$ cat src/rtl/io_in_pkg.sv
// Shared constants for the memory-mapped switch/button input port.
package io_in_pkg;
    localparam int N_SW  = 16;
    localparam int N_BTN = 4;

    localparam logic [2:0] OFF_SW   = 3'd0;
    localparam logic [2:0] OFF_BTN  = 3'd1;
    localparam logic [2:0] OFF_EV   = 3'd2;
    localparam logic [2:0] OFF_STAT = 3'd3;
    localparam logic [2:0] OFF_MASK = 3'd4;
endpackage

$ cat src/rtl/io_in_port_if.sv
// CPU bus as seen by the input port: master is the CPU, slave is the peripheral.
interface io_in_port_if;
    logic        req;
    logic        we;
    logic [15:0] addr;
    logic [15:0] wdata;
    logic        hit;
    logic [15:0] rdata;
    logic        ready;

    modport master (output req, we, addr, wdata, input hit, rdata, ready);
    modport slave  (input req, we, addr, wdata, output hit, rdata, ready);
endinterface

$ cat src/rtl/io_debounce.sv
// Two-flop synchroniser plus tick-gated two-sample agreement debounce.
// Latency: 2 sync cycles plus two ticks; no backpressure.
module io_debounce #(
    parameter int W = 1
) (
    input  logic         clk,
    input  logic         rst_n,
    input  logic         tick,
    input  logic [W-1:0] i_raw,
    output logic [W-1:0] o_deb
);
    logic [W-1:0] r_s1;
    logic [W-1:0] r_s2;
    logic [W-1:0] r_sample;
    logic [W-1:0] r_deb;
    logic [W-1:0] w_agree;

    assign w_agree = ~(r_s2 ^ r_sample);

    always_ff @(posedge clk or negedge rst_n) begin
        if (!rst_n) begin
            r_s1     <= '0;
            r_s2     <= '0;
            r_sample <= '0;
            r_deb    <= '0;
        end else begin
            r_s1 <= i_raw;
            r_s2 <= r_s1;
            if (tick) begin
                r_sample <= r_s2;
                // A bit only moves once two consecutive samples agree on it.
                r_deb    <= (w_agree & r_s2) | (~w_agree & r_deb);
            end
        end
    end

    assign o_deb = r_deb;
endmodule

$ cat src/rtl/io_in_port.sv
// Memory-mapped switch/button input port with sticky press flags; optional
// MASK register and interrupt when IO_IN_IRQ_EN is defined.
module io_in_port
    import io_in_pkg::*;
#(
    parameter logic [15:0] BASE_ADDR  = 16'hFF00,
    parameter int          DEB_CYCLES = 50000
) (
    input  logic             clk,
    input  logic             rst_n,
    io_in_port_if.slave      bus,
    input  logic [N_SW-1:0]  sw,
    input  logic [N_BTN-1:0] btn,
    output logic             irq
);
    localparam int CNT_W = $clog2(DEB_CYCLES);

    logic [CNT_W-1:0] r_cnt;
    logic             w_tick;
    logic [N_SW-1:0]  w_sw_deb;
    logic [N_BTN-1:0] w_btn_deb;
    logic [N_BTN-1:0] r_btn_prev;
    logic [N_BTN-1:0] w_press;
    logic [N_BTN-1:0] r_ev;
    logic [N_BTN-1:0] w_ev_clr;
    logic [N_BTN-1:0] w_mask;
    logic             w_acc;
    logic [15:0]      w_rd;
    logic [15:0]      r_rdata;
    logic             r_ready;
    logic             w_unused;

    assign w_unused = &{1'b0, bus.wdata[15:N_BTN]};

    assign bus.hit = (bus.addr[15:3] == BASE_ADDR[15:3]);
    assign w_acc   = bus.req & bus.hit;
    assign w_tick  = (r_cnt == CNT_W'(DEB_CYCLES - 1));
    assign w_press = w_btn_deb & ~r_btn_prev;

    always_ff @(posedge clk or negedge rst_n) begin
        if (!rst_n) begin
            r_cnt <= '0;
        end else begin
            r_cnt <= w_tick ? '0 : r_cnt + 1'b1;
        end
    end

    io_debounce #(.W(N_SW)) u_sw_deb (
        .clk   (clk),
        .rst_n (rst_n),
        .tick  (w_tick),
        .i_raw (sw),
        .o_deb (w_sw_deb)
    );

    io_debounce #(.W(N_BTN)) u_btn_deb (
        .clk   (clk),
        .rst_n (rst_n),
        .tick  (w_tick),
        .i_raw (btn),
        .o_deb (w_btn_deb)
    );

    always_comb begin
        w_ev_clr = '0;
        if (w_acc && bus.addr[2:0] == OFF_EV) begin
            w_ev_clr = bus.we ? bus.wdata[N_BTN-1:0] : '1;
        end
    end

    always_comb begin
        w_rd = '0;
        case (bus.addr[2:0])
            OFF_SW:   w_rd = w_sw_deb;
            OFF_BTN:  w_rd = {12'b0, w_btn_deb};
            OFF_EV:   w_rd = {12'b0, r_ev};
            OFF_STAT: w_rd = {15'b0, |r_ev};
            OFF_MASK: w_rd = {12'b0, w_mask};
            default:  w_rd = '0;
        endcase
    end

    always_ff @(posedge clk or negedge rst_n) begin
        if (!rst_n) begin
            r_btn_prev <= '0;
            r_ev       <= '0;
            r_rdata    <= '0;
            r_ready    <= 1'b0;
        end else begin
            r_btn_prev <= w_btn_deb;
            // A press in the clearing cycle wins so no event is lost.
            r_ev       <= (r_ev & ~w_ev_clr) | w_press;
            r_ready    <= w_acc;
            if (w_acc) begin
                r_rdata <= bus.we ? 16'h0000 : w_rd;
            end
        end
    end

    assign bus.rdata = r_rdata;
    assign bus.ready = r_ready;

`ifdef IO_IN_IRQ_EN
    logic [N_BTN-1:0] r_mask;
    logic             r_irq;

    always_ff @(posedge clk or negedge rst_n) begin
        if (!rst_n) begin
            r_mask <= '0;
            r_irq  <= 1'b0;
        end else begin
            if (w_acc && bus.we && bus.addr[2:0] == OFF_MASK) begin
                r_mask <= bus.wdata[N_BTN-1:0];
            end
            r_irq <= |(r_ev & r_mask);
        end
    end

    assign w_mask = r_mask;
    assign irq    = r_irq;
`else
    assign w_mask = '0;
    assign irq    = 1'b0;
`endif
endmodule
$ cat src/flat_wrapper.sv
// flat-port wrapper written by rule: the top's interface ports become plain ports
module io_in_port_flat import io_in_pkg::*;
#(
    parameter logic [15:0] BASE_ADDR  = 16'hFF00,
    parameter int          DEB_CYCLES = 50000
)
  (clk, rst_n, sw, btn, irq, bus_req, bus_we, bus_addr, bus_wdata, bus_hit, bus_rdata, bus_ready);
  io_in_port_if bus_i ();
  input  logic clk;
  input  logic rst_n;
  input  logic [N_SW-1:0] sw;
  input  logic [N_BTN-1:0] btn;
  output logic irq;
  input wire logic [$bits(bus_i.req)-1:0] bus_req;
  input wire logic [$bits(bus_i.we)-1:0] bus_we;
  input wire logic [$bits(bus_i.addr)-1:0] bus_addr;
  input wire logic [$bits(bus_i.wdata)-1:0] bus_wdata;
  output wire logic [$bits(bus_i.hit)-1:0] bus_hit;
  output wire logic [$bits(bus_i.rdata)-1:0] bus_rdata;
  output wire logic [$bits(bus_i.ready)-1:0] bus_ready;
  assign bus_i.req = bus_req;
  assign bus_i.we = bus_we;
  assign bus_i.addr = bus_addr;
  assign bus_i.wdata = bus_wdata;
  assign bus_hit = bus_i.hit;
  assign bus_rdata = bus_i.rdata;
  assign bus_ready = bus_i.ready;
  io_in_port #(.BASE_ADDR(BASE_ADDR), .DEB_CYCLES(DEB_CYCLES)) u_core (.clk(clk), .rst_n(rst_n), .bus(bus_i), .sw(sw), .btn(btn), .irq(irq));
endmodule
$ cat config.mk
export PLATFORM = sky130hd
export DESIGN_NAME = io_in_port_flat
export DESIGN_NICKNAME = d
export VERILOG_FILES = /design/src/rtl/io_in_pkg.sv /design/src/rtl/io_in_port_if.sv /design/src/rtl/io_debounce.sv /design/src/rtl/io_in_port.sv /design/src/flat_wrapper.sv
export SDC_FILE = /design/constraint.sdc
export NUM_CORES = 1
export LEC_CHECK = 0
export ABC_AREA = 1
export ABC_CLOCK_PERIOD_IN_PS = 2100
export CAP_MARGIN = 20
export CORE_ASPECT_RATIO = 1.4
export CORE_MARGIN = 5
export CORE_UTILIZATION = 45
export DETAILED_ROUTE_END_ITERATION = 12
export PLACE_DENSITY = 0.66
export SLEW_MARGIN = 10
export SYNTH_ARGS = -nofsm -noshare
export SYNTH_HDL_FRONTEND = slang
export SYNTH_SLANG_ARGS = --single-unit
$ cat constraint.sdc
create_clock -name clk -period 2.1 [get_ports clk]
set_clock_uncertainty 0.05 [all_clocks]
set_input_delay 0.42 -clock clk [delete_from_list [all_inputs] [get_ports clk]]
set_output_delay 0.42 -clock clk [all_outputs]
set_load 0.05 [all_outputs]
==> flow_summary_export.csv <==
group,metric,value,unit
sta,max_slew_margin,57.70,%
floorplan,die-area,12900,um^2
placed_design,port_buffers,61,
drt,drc,0,
drt,drt_wl_total,8.805,mm
cts,cts_resized,0,
worst_setup_path,crit_path_start_kind,"flip-flop",
global_route,grt_util_met3,5.400,%
global_route,grt_use_met1,18.50,%
cells_and_area,num-fill-cells,841,
floorplan,start_util,46.27,%
placed_design,dp.cells,687,
power,peakVddDrop,638.9,uV
cts,hold_buffers,0,
power,power.leakage,2.937,nW
cts,htreeDepth,4,
cells_and_area,fin_area,6210,um^2
cts,cts_setup_buffers,0,
global_route,grt_remaining_overflow,0,
worst_setup_path,cp_slowest_cell,"clkdlybuf4s50_1",
cells_and_area,antennaDiodeCount,0,
sta,hold_viol,0,
cts,clk_root_buffer_cell,"clkbuf_16",
logic_synthesis,synth.distinct_cells,27,
drt,vias_per_cell,4.804,
cts,clk_latency,0.41,ns
sta,clock.fmax,490.4,MHz
sta,setup_viol,0,
logic_synthesis,syn_inst,498,
logic_synthesis,synth_area_per_cell,9.668,um^2
drt,routedWlPerCell,12.25,um
power,p_seq_share,41.7,%
global_route,grt_pass1_vias,3436,
placed_design,place_congestion,0.8407,
power,power_switching,1.133,mW
global_route,grt_first_pass_wirelength,15.81,mm
sta,fin_crit,2.039,ns
floorplan,num_rows,44,
drt,vias,3454,
global_route,antenna_found_initial,0,
placed_design,hpwl,5.814,mm
floorplan,core-area,10410,um^2
floorplan,io_pins,75,
floorplan,fp.dieW,97.42,um
worst_setup_path,crit_chain,"clkdlybuf4s50_1",
worst_setup_path,arrival,1.57,ns
global_route,grt_usage,15.23,%
placed_design,pre_cts_slack,0.1155,ns
cells_and_area,final_nets,625,
sta,fin_ws,0.06098,ns
power,p_sw_share,19.75,%
worst_setup_path,cp_top_family,"buffers and inverters",
sta,tns,0,ns
cts,clockBufferDepth,2,
run,maxCapViolations,0,
worst_setup_path,cp.buffers_inverters,1,
worst_setup_path,critPathKind,"flip-flop to output pin",
cells_and_area,stdcell_count,719,
drt,detail-route-antenna-nets,0,
drt,dr.pass1.iters,4,
sta,period_share,97.10,%
power,p_per_area,924.0,nW/um^2
placed_design,place_area,5549,um^2
worst_setup_path,rr_worst_depth,9,
worst_setup_path,cp_data_required_time,1.63,ns
worst_hold_path,hp-class,"input pin to asynchronous set/reset pin",
worst_setup_path,cp_max_fo,2,
floorplan,die_h,132.4,um
power,p_comb_share,3.0,%
sta,rsz0062_at_grt,"false",
logic_synthesis,ys_seq_area_share,62.89,%
logic_synthesis,ys_seq_elements,121,
sta,drv_slew,0,
cells_and_area,multi_input_area,1464,um^2
logic_synthesis,yosys_warnings,0,
sta,tightest_slew,0.6345,ns
worst_setup_path,worst-path-stages,1,
cts,cts_buffers,17,
global_route,gr-usage-met2,24.49,%
power,clkPwrFrac,55.3,%
cts,cts.sinks,121,
cells_and_area,areaGrowthSynthToFinish,28.98,%
worst_setup_path,end_kind,"output pin",
cts,cts_tree,"done",
global_route,busiest_layer,"met2",
power,p_int,4.605,mW
drt,drtIter0Drc,187,
cells_and_area,regArea,3028,um^2
cells_and_area,drive_gt1_share,11.88,%
worst_setup_path,crit_path_max_incr_delay,0.81,ns
logic_synthesis,syn_area,4815,um^2
logic_synthesis,synth_fp_nets,555,
global_route,grt_max_degree,122,
outcome,status,"completed",
cts,clkTransAtPathRegs,0.05,ns
==> placed cells by master (no fill, tap or decap) <==
master / Yosys / routed
a21oi_1: 12 / 12
a21oi_2: 12 / 12
buf_12: 0 / 4
buf_4: 3 / 3
bufinv_16: 0 / 5
clkbuf_16: 0 / 17
clkbuf_8: 0 / 1
clkdlybuf4s50_1: 0 / 58
clkinv_1: 1 / 1
clkinv_2: 0 / 2
clkinv_4: 0 / 2
clkinvlp_4: 0 / 2
conb_1: 1 / 1
dfrtp_1: 121 / 121
dlymetal6s2s_1: 0 / 1
ha_1: 1 / 1
inv_1: 49 / 49
inv_2: 1 / 1
inv_6: 0 / 3
nand2_1: 109 / 109
nand2_2: 3 / 3
nand3_1: 19 / 19
nand4_1: 7 / 7
nor2_1: 85 / 85
nor2_2: 2 / 2
nor2_4: 1 / 1
nor3_1: 8 / 8
nor3_4: 1 / 1
nor4_4: 1 / 1
o21ai_0: 24 / 24
o21ai_1: 9 / 9
o21ai_2: 5 / 5
or2_2: 4 / 4
xor2_1: 7 / 7
==> area by class of cell <==
type / count / share of cell area [%]
Clock buffer: 18 / 7.072
Clock inverter: 14 / 3.526
Inverter: 51 / 3.083
Multi-Input combinational cell: 311 / 23.57
Sequential cell: 121 / 48.76
Tap cell: 138 / 2.781
Timing Repair Buffer: 66 / 11.20
==> power groups by stage <==
stage          registers [mW]  logic, mW  clock network [mW]
2_1_floorplan            2.43     0.0363                   0
3_3_place_gp             2.43      0.174                   0
3_5_place_dp             2.44      0.177                   0
4_1_cts                  2.40      0.178                3.23
5_1_grt                  2.40      0.195                3.36
6_report                 2.40      0.172                3.17
==> synthesized netlist by cell type, drive strengths merged <==
| cell type | n | share of area (%) |
|---|---|---|
| a21oi | 24 | 3.4 |
| buf | 14 | 2.7 |
| clkbuf | 1 | 0.078 |
| clkinv | 1 | 0.078 |
| conb | 1 | 0.078 |
| dfrtp | 121 | 63 |
| ha | 1 | 0.26 |
| inv | 50 | 3.9 |
| nand2 | 112 | 8.9 |
| nand3 | 19 | 2.0 |
| nand4 | 7 | 0.91 |
| nor2 | 88 | 7.1 |
| nor3 | 9 | 1.2 |
| nor4 | 1 | 0.44 |
| o21ai | 38 | 4.3 |
| or2 | 4 | 0.52 |
| xor2 | 7 | 1.3 |
==> worst reg2reg max path: cells and delay by family, from the launching register on <==
family | cells | cell delay, ns
simple gates | 6 | 0.66
buf+inv | 2 | 0.49
fa+ha+maj | 1 | 0.18
flops | 1 | 0.38
==> stage by stage <==
step	hold slack (ns)	utilization [%]	total power [mW]
after floorplan	0.07441	-	2.465
after global placement	0.2824	53.33	2.607
after detailed placement	0.2847	53.33	2.613
after CTS	0.08264	59.66	5.805
after global routing	0.09222	59.68	5.954
final	0.02911	59.68	5.738
==> metal layers <==
metal / share of wire, % / vias up
met5: 0 / -
met3: 5.2 / 17
met4: 1.6 / 0
met2: 51 / 83
li1: - / 1709
met1: 42 / 1645
==> worst paths after layout <==
path,startpoint,to,slack (ns)
worst max-delay path,u_core.bus.rdata[15],bus_rdata[15],0.06
worst min-delay path,rst_n,u_core.u_btn_deb.r_s1[0],0.03
worst max register to register,u_core.r_cnt[0],flip-flop,0.28
worst min register to register,u_core.u_sw_deb.r_s1[1],u_core.u_sw_deb.r_s2[1],0.30
max in group asynchronous,rst_n,u_core.bus.ready,1.48
min in group clk,u_core.u_sw_deb.r_s1[1],u_core.u_sw_deb.r_s2[1],0.30
==> cell families after synthesis <==
kind of cell	after synthesis	synth area share, %
buffers and inverters	66	6.705
and+or+nand+nor	240	21.02
DFF	121	62.89
adders and majority gates	1	0.2598
xor gates and xnor gates	7	1.273
AOI/OAI and AO/OA	62	7.770
other	1	0.07789
Power figures use the tool's default switching activity.
